**config.mk**
```make
export PLATFORM = sky130hd
export DESIGN_NAME = nx_mesh_controller
export DESIGN_NICKNAME = d
export VERILOG_FILES = /design/src/rtl/nx_mesh_controller.sv
export SDC_FILE = /design/constraint.sdc
export NUM_CORES = 1
export LEC_CHECK = 0
export CAP_MARGIN = 20
export CORE_MARGIN = 4
export CORE_UTILIZATION = 50
export DETAILED_ROUTE_END_ITERATION = 16
export PLACE_DENSITY = 0.87
export SLEW_MARGIN = 15
export SYNTH_ARGS = -nofsm -noshare
export SYNTH_HDL_FRONTEND = slang
export SYNTH_SLANG_ARGS = --single-unit
```
**constraint.sdc**
```tcl
create_clock -name clk_i -period 2.65 [get_ports clk_i]
set_input_delay 0.265 -clock clk_i [delete_from_list [all_inputs] [get_ports clk_i]]
set_output_delay 0.265 -clock clk_i [all_outputs]
set_load 0.01 [all_outputs]
```
**src/rtl/nx_mesh_controller.sv**
```systemverilog
// Generic first-word-fall-through FIFO; pointers carry an extra wrap bit for full/empty.
// Latency: 1 cycle from push to out_vld.
// Backpressure: in_rdy is !full only, so a full FIFO refuses pushes even while popping.
module nx_fifo #(
  parameter int W     = 32,
  parameter int DEPTH = 4
) (
  input  logic         clk_i,
  input  logic         rst_i,
  input  logic [W-1:0] in_dat,
  input  logic         in_vld,
  output logic         in_rdy,
  output logic [W-1:0] out_dat,
  output logic         out_vld,
  input  logic         out_rdy
);
  localparam int AW = $clog2(DEPTH);

  logic [W-1:0] mem [DEPTH];
  logic [AW:0]  wr_ptr;
  logic [AW:0]  rd_ptr;
  logic         full;
  logic         push;
  logic         pop;

  assign full    = (wr_ptr[AW] != rd_ptr[AW]) && (wr_ptr[AW-1:0] == rd_ptr[AW-1:0]);
  assign in_rdy  = !full;
  assign out_vld = (wr_ptr != rd_ptr);
  assign out_dat = mem[rd_ptr[AW-1:0]];
  assign push    = in_vld && !full;
  assign pop     = out_vld && out_rdy;

  always_ff @(posedge clk_i or posedge rst_i) begin
    if (rst_i) begin
      wr_ptr <= '0;
      rd_ptr <= '0;
    end else begin
      if (push) wr_ptr <= wr_ptr + (AW+1)'(1);
      if (pop)  rd_ptr <= rd_ptr + (AW+1)'(1);
    end
  end

  always_ff @(posedge clk_i) begin
    if (push) mem[wr_ptr[AW-1:0]] <= in_dat;
  end
endmodule

// Host-side mesh controller: inbound/outbound message FIFOs, token regrant loop, trigger sequencer.
// Latency: 1 cycle through each FIFO; grants follow releases by 1 cycle; triggers need IDLE_SETTLE quiet cycles.
// Backpressure: host_ready_o / mesh_ready_o follow !full of their FIFO; start_i is dropped while busy.
module nx_mesh_controller #(
  parameter int COLUMNS     = 3,
  parameter int IB_DEPTH    = 4,
  parameter int OB_DEPTH    = 4,
  parameter int IDLE_SETTLE = 2,
  parameter int MSG_W       = 32
) (
  input  logic               clk_i,
  input  logic               rst_i,
  input  logic [MSG_W-1:0]   host_data_i,
  input  logic               host_valid_i,
  output logic               host_ready_o,
  output logic [MSG_W-1:0]   mesh_data_o,
  output logic               mesh_valid_o,
  input  logic               mesh_ready_i,
  input  logic [MSG_W-1:0]   mesh_data_i,
  input  logic               mesh_valid_i,
  output logic               mesh_ready_o,
  output logic [MSG_W-1:0]   collect_data_o,
  output logic               collect_valid_o,
  input  logic               collect_ready_i,
  input  logic               start_i,
  input  logic [15:0]        cycles_i,
  output logic               busy_o,
  output logic               mesh_trigger_o,
  input  logic               mesh_idle_i,
  output logic [COLUMNS-1:0] token_grant_o,
  input  logic [COLUMNS-1:0] token_release_i,
  output logic [31:0]        cycle_count_o
);
  localparam logic [1:0] ST_INIT = 2'd0;
  localparam logic [1:0] ST_IDLE = 2'd1;
  localparam logic [1:0] ST_WAIT = 2'd2;
  localparam logic [1:0] ST_TRIG = 2'd3;
  localparam int SW = $clog2(IDLE_SETTLE + 1);

  logic [1:0]         state;
  logic [15:0]        remaining;
  logic [SW-1:0]      settle;
  logic [COLUMNS-1:0] release_q;
  logic               quiet;

  nx_fifo #(.W(MSG_W), .DEPTH(IB_DEPTH)) u_ib_fifo (
    .clk_i  (clk_i),          .rst_i  (rst_i),
    .in_dat (host_data_i),    .in_vld (host_valid_i), .in_rdy (host_ready_o),
    .out_dat(mesh_data_o),    .out_vld(mesh_valid_o), .out_rdy(mesh_ready_i)
  );

  nx_fifo #(.W(MSG_W), .DEPTH(OB_DEPTH)) u_ob_fifo (
    .clk_i  (clk_i),          .rst_i  (rst_i),
    .in_dat (mesh_data_i),    .in_vld (mesh_valid_i),    .in_rdy (mesh_ready_o),
    .out_dat(collect_data_o), .out_vld(collect_valid_o), .out_rdy(collect_ready_i)
  );

  // An FWFT FIFO is empty exactly when it is not presenting valid, so one term covers both.
  assign quiet          = mesh_idle_i && !mesh_valid_o;
  assign busy_o         = (state == ST_WAIT) || (state == ST_TRIG);
  assign mesh_trigger_o = (state == ST_TRIG);
  // INIT grants every column once; the rst_i term keeps grants low while reset is held.
  assign token_grant_o  = (state == ST_INIT && !rst_i) ? '1 : release_q;

  always_ff @(posedge clk_i or posedge rst_i) begin
    if (rst_i) begin
      state         <= ST_INIT;
      remaining     <= '0;
      settle        <= '0;
      release_q     <= '0;
      cycle_count_o <= '0;
    end else begin
      release_q <= token_release_i;
      case (state)
        ST_INIT: state <= ST_IDLE;
        ST_IDLE: begin
          if (start_i && cycles_i != 16'd0) begin
            remaining <= cycles_i;
            settle    <= '0;
            state     <= ST_WAIT;
          end
        end
        ST_WAIT: begin
          if (!quiet) begin
            settle <= '0;
          end else if (settle == SW'(IDLE_SETTLE - 1)) begin
            settle <= '0;
            state  <= ST_TRIG;
          end else begin
            settle <= settle + SW'(1);
          end
        end
        ST_TRIG: begin
          cycle_count_o <= cycle_count_o + 32'd1;
          remaining     <= remaining - 16'd1;
          settle        <= '0;
          state         <= (remaining == 16'd1) ? ST_IDLE : ST_WAIT;
        end
        default: state <= ST_IDLE;
      endcase
    end
  end
endmodule

```
# Word-level counts from Yosys, hierarchy flattened
# Memory sizes are Yosys's and may differ from the RTL's.
# Cells that the tools add are included.
# op_classes
n_addsub,7
n_eq_ne,14
mux,16
reduce_logical,21
# ops
operator,n
adder 32 x 1 -> 32 bit (second input constant),1
one-hot mux 16 bit (2 select lines),1
equality test 16 x 1 -> 1 bit (second input constant),1
two-way mux 16 bit,1
nonzero test 16 bit,1
subtractor 16 x 1 -> 16 bit (second input constant),1
two-way mux 2 bit,7
adder 3 x 1 -> 3 bit (second input constant),4
logical AND 1 bit,9
one-hot mux 2 bit (4 select lines),1
!= test 3 bit,2
one-hot mux 2 bit (3 select lines),1
equality test 2 x 1 -> 1 bit (second input constant),2
equality test 2 bit,2
equality test 2 bit (second input constant),2
zero test 1 bit,4
two-way mux 1 bit,4
!= test 2 bit (second input constant),2
AND reduction 2 bit,2
two-way mux 3 bit,1
AND reduction 3 bit,1
nonzero test 3 bit,1
adder 2 x 1 -> 2 bit (second input constant),1
zero test 2 bit,1
4 further kinds,5
# word_totals
register_bits,67
mem_bits_rw,256
inputBits,91
output_inout_bits,105
word_cells,69
mem_count,2
# mem_list
memory,depth,word_bits,rd,rd_ports_with_merged_regs,write_ports,line,rtl
u_ib_fifo.mem,4,32,1,0,1,19,logic [W-1:0] mem [DEPTH];
u_ob_fifo.mem,4,32,1,0,1,19,

# Logic depth before layout (Yosys ltp)
# logic_depth
ltp_word,6
ltp_mapped,6
ltp_nobuf,6

# By module
# A second synthesis with hierarchy kept.
# hier_totals
hier_cells,702
hier_area_um2,12949.9
# by_module_without_submodules
mod,n_inst,cells_each,area_per_inst_um2,seq_area_each_um2
nx_fifo,2,216,5097.4,3993.8
nx_mesh_controller,1,270,2755.1,1376.3

# Worst setup path before layout
# No wires, ideal clock.
# synth_timing
path_kind,flip-flop to flip-flop
startpoint,register u_ib_fifo.rd_ptr[0]
endpoint,"memory u_ib_fifo.mem[3][0], enable pin"
setup_ns,0.394
arrival_time_ns,2.010
required_time_ns,2.256
setup_slack_ns,0.247
path_stages_with_launch,5
path_buffers,1
period_less_slack_ns,2.403
path_cell_list,dfrtp_1 clkbuf_1 xnor2_1 a31oi_1 and2_1
# synth_via
elab_chain_len,6
# synth_lines
item,line,rtl
"start, declared",21,logic [AW:0] rd_ptr;
"start signal, assigned",39,if (pop) rd_ptr <= rd_ptr + (AW+1)'(1);
equality test 2 bit,26,assign full = (wr_ptr[AW] != rd_ptr[AW]) && (wr_ptr[AW-1:0] == rd_ptr[AW-1:0]);
logical AND 1 bit,26,
zero test 1 bit,30,assign push = in_vld && !full;
logical AND 1 bit,30,
two-way mux 1 bit,44,if (push) mem[wr_ptr[AW-1:0]] <= in_dat;
two-way mux 1 bit (not written as such),44,
"end, declared",19,
# Every way passes these cells.

# Final worst setup path
# layout_timing
startpoint,register u_ob_fifo.rd_ptr[0]
endpoint,output collect_data_o[13]
# layout_via
elab_chain_len,1
# layout_lines
item,line,rtl
"start, declared",21,
"start signal, assigned",39,
memory read (4 x 32 bit),--,
"end, declared",69,"output logic [MSG_W-1:0] collect_data_o,"
# Every way passes these cells.

==> impl_results.md <==
* Status: finished, final reports clean
* Tot Pwr at between 15 and 20 mW
* Top_reg_cell synth: edfxtp_1
* Drt pass-1 iters at 5
* CTS hold repair buffers at 0
* Worst Clk Skew at around 0.012 ns
* First-pass GRT wire length at between 40000 and 50000 um
* FMAX at between 400 and 500 MHz
* Top Layer Used: met4
* Final GP Congestion at 0.890
* DRC at 0
* Clock buffer depth at 3
* Total grt overflow at 0
* Fillcell total at about 1700
* Synth cell count leaders: edfxtp_1 (256), dfrtp_1 (67), mux4_2 (64)
* Synth Register Bits at 323
* Worst-Skew Late Latency at 0.50 ns
* Die height at around 170 um
* Worst setup margin at 0.160 ns
* Setup violators final at 0
* Number of H-tree levels at 2
* Synth top area cells: edfxtp_1 (60%), dfrtp_1 (13%), mux4_2 (11%), xor2_1 (1.6%), xnor2_1 (1.6%)
* Met3 wire length at between 2000 and 2500 um
* Setup TNS at 0 ns
* Utilization after layout at between 60% and 70%
* Area grow syn2layout at 28.5%
* Most frequent cell after synthesis: edfxtp_1
* Tmin final at ~2.5 ns
* Yosys warning total at 0
* CTS Root Cell: clkbuf_16
* Distinct cell type count after synthesis at 59
* Met1 wire length at 10800 um
* Static Leak at 5.83 nW
* Post-synthesis sequential area ratio at roughly 73%
* Port bufs at roughly 200
* CP Max Fanout at 23
* GRT Total Usage at around a fifth
* Async SR Flop Fraction at between 20 and 25%
* Per-cell routed wire length at 21.6 um
* Pre-CTS WS at 0.141 ns
* Initial antenna violation count at 0
* Final worst-path cycle share at between 90% and 100%
* HP Class: in -> async
* DIE AREA at around 28000 sq um
* Layout cell share with drive strength beyond 1 at approximately 17%
* Starting Density at between 50 and 60%
* Post-synth EDFFs at around 260
* Critical path class: reg -> out
* Rows at a little under 60
* Fin area at 16500 sq um
* Synthesized Nets at between 700 and 800
* Pin count of the biggest net entering global routing at between 50 and 60
* Total number of vias at 7379
* Reg clk slew, reported paths at approximately 0.060 ns
* Critical path endpoint category: output port
* Cell count after synthesis at 692
* Power Density at 1090 nW/um^2
* Synth top area share at approximately 60%
* Synthesized area at roughly 13000 sq um
* ANT nets after route at 0
* Slew Limit Fails at 0
* Initial DRC count at 689
* Worst Setup Start Kind: flip-flop
* WL met2 at approximately 14000 um
* Routed vias/inst at between 5 and 6
* RSZ-0062 raised after global routing: false
* # clock sinks at 323
* TritonCTS clock tree: yes
* Worst EP arrival at 2.22 ns
* WL final at roughly 28000 um
* Worst-margin pin slew at roughly 0.56 ns
* TritonCTS buffer count at 34
* MaxCap Viol Count at 0
* Vias in the first global route at around 7700
* Required @ worst endpoint at ~2.4 ns
* HPWL Detailed at approximately 18000 um
* Die W at ~170 um
* Worst slew margin at ~63%
* Worst vdd ir at ~1000 uV
* Mean post-synth cell area at approximately 19 sq um
* Final hold violations at 0
* Leading area contributor after synthesis: edfxtp_1
* Nets at around 1000
* Placed cell areas at roughly 15000 sq um
* # diodes at 0
* Num ports at around 200
* Core area at 25300 sq um
[path summary, 6_finish.rpt]
| path | slack (ns) | start | depth (start not counted) | end |
|---|---|---|---|---|
| worst max-delay path | 0.16 | u_ob_fifo.rd_ptr[0] | 3 | collect_data_o[13] |
| worst min-delay path | 0.10 | rst_i | 2 | release_q[1] |
| worst max register to register | 0.48 | u_ob_fifo.rd_ptr[0] | 5 | u_ob_fifo.mem[1][21] |
| worst min register to register | 0.49 | u_ob_fifo.wr_ptr[2] | 1 | u_ob_fifo.wr_ptr[2] |
| max in group asynchronous | 1.91 | rst_i | 3 | u_ob_fifo.rd_ptr[0] |
| min in group clk_i | 0.20 | token_release_i[2] | 1 | release_q[2] |
[per-stage QoR]
stage / std cells / hold slack (ns)
2_1_floorplan: 692 / 0.296
3_3_place_gp: 1217 / 0.470
3_5_place_dp: 1217 / 0.479
4_1_cts: 1280 / 0.0943
5_1_grt: 1280 / 0.150
6_report: 1280 / 0.105
[flip-flops by register name, summed over array words and instances, names as in the netlist]
register          flops
remaining            16
u_ib_fifo.wr_ptr      3
release_q             3
u_ib_fifo.mem       128
cycle_count_o        32
u_ib_fifo.rd_ptr      3
u_ob_fifo.mem       128
u_ob_fifo.wr_ptr      3
u_ob_fifo.rd_ptr      3
state                 2
settle                2
[what timing repair did]
item	4_1_cts	5_1_grt
buffers inserted	2	0
endpoints found under the setup margin	32	0
gates resized for setup	1	0
[routing by layer]
metal,vias to the layer above,GRT usage [%]
met5,-,0
met4,0,5.65
met3,54,4.51
met2,321,33.0
met1,3751,25.9
li1,3253,-
[worst max-delay path: stages, from the launching register on]
cell,delay [ns]
dfrtp_2,0.42
buf_12,0.23
mux4_2,0.55
clkdlybuf4s50_1,0.51
[layout by cell type (no fill, tap or decap), types with 6 or more instances in the layout]
master | netlist | routed
edfxtp_1 | 256 | 256
clkdlybuf4s50_1 | 0 | 195
dfrtp_1 | 67 | 65
mux4_2 | 64 | 64
clkbuf_16 | 0 | 35
nand2_1 | 27 | 27
xor2_1 | 24 | 24
xnor2_1 | 23 | 23
buf_4 | 0 | 23
nor3_1 | 22 | 22
nand3_1 | 21 | 21
inv_1 | 16 | 15
nor2_1 | 15 | 15
ha_1 | 13 | 13
nor4_1 | 12 | 12
buf_12 | 0 | 9
and2_1 | 9 | 8
clkbuf_1 | 16 | 8
and4_1 | 6 | 6
nand4_1 | 6 | 6
a211oi_1 | 6 | 6
clkinv_2 | 0 | 6
[final cells by class]
type,instances,area (sq um),area share (%)
Sequential cell,323,9370,56.7
Multi-Input combinational cell,323,3260,19.8
Timing Repair Buffer,227,2300,14.0
Clock buffer,43,906,5.48
Tap cell,330,413,2.50
Clock inverter,18,204,1.23
Inverter,16,60.1,0.364
[power breakdown]
| group | switching (mW) | leakage [nW] | total, mW | internal [mW] |
|---|---|---|---|---|
| Clock | 1.87 | 0.543 | 4.70 | 2.83 |
| Combinational | 2.82 | 2.09 | 6.04 | 3.22 |
| Sequential | 0.506 | 3.20 | 7.23 | 6.72 |
| Total | 5.19 | 5.83 | 18.0 | 12.8 |
[kinds of logic (layout without fill, tap and decap cells)]
family	after synthesis	count (layout)	synth area share (%)
compound gates	49	49	3.08
xor+xnor	47	47	3.20
fa+ha+maj	13	13	1.26
buf+inv	46	304	1.81
flops	323	323	72.8
mux	67	67	11.5
simple gates	147	147	6.35
Power figures use the tool's default switching activity.
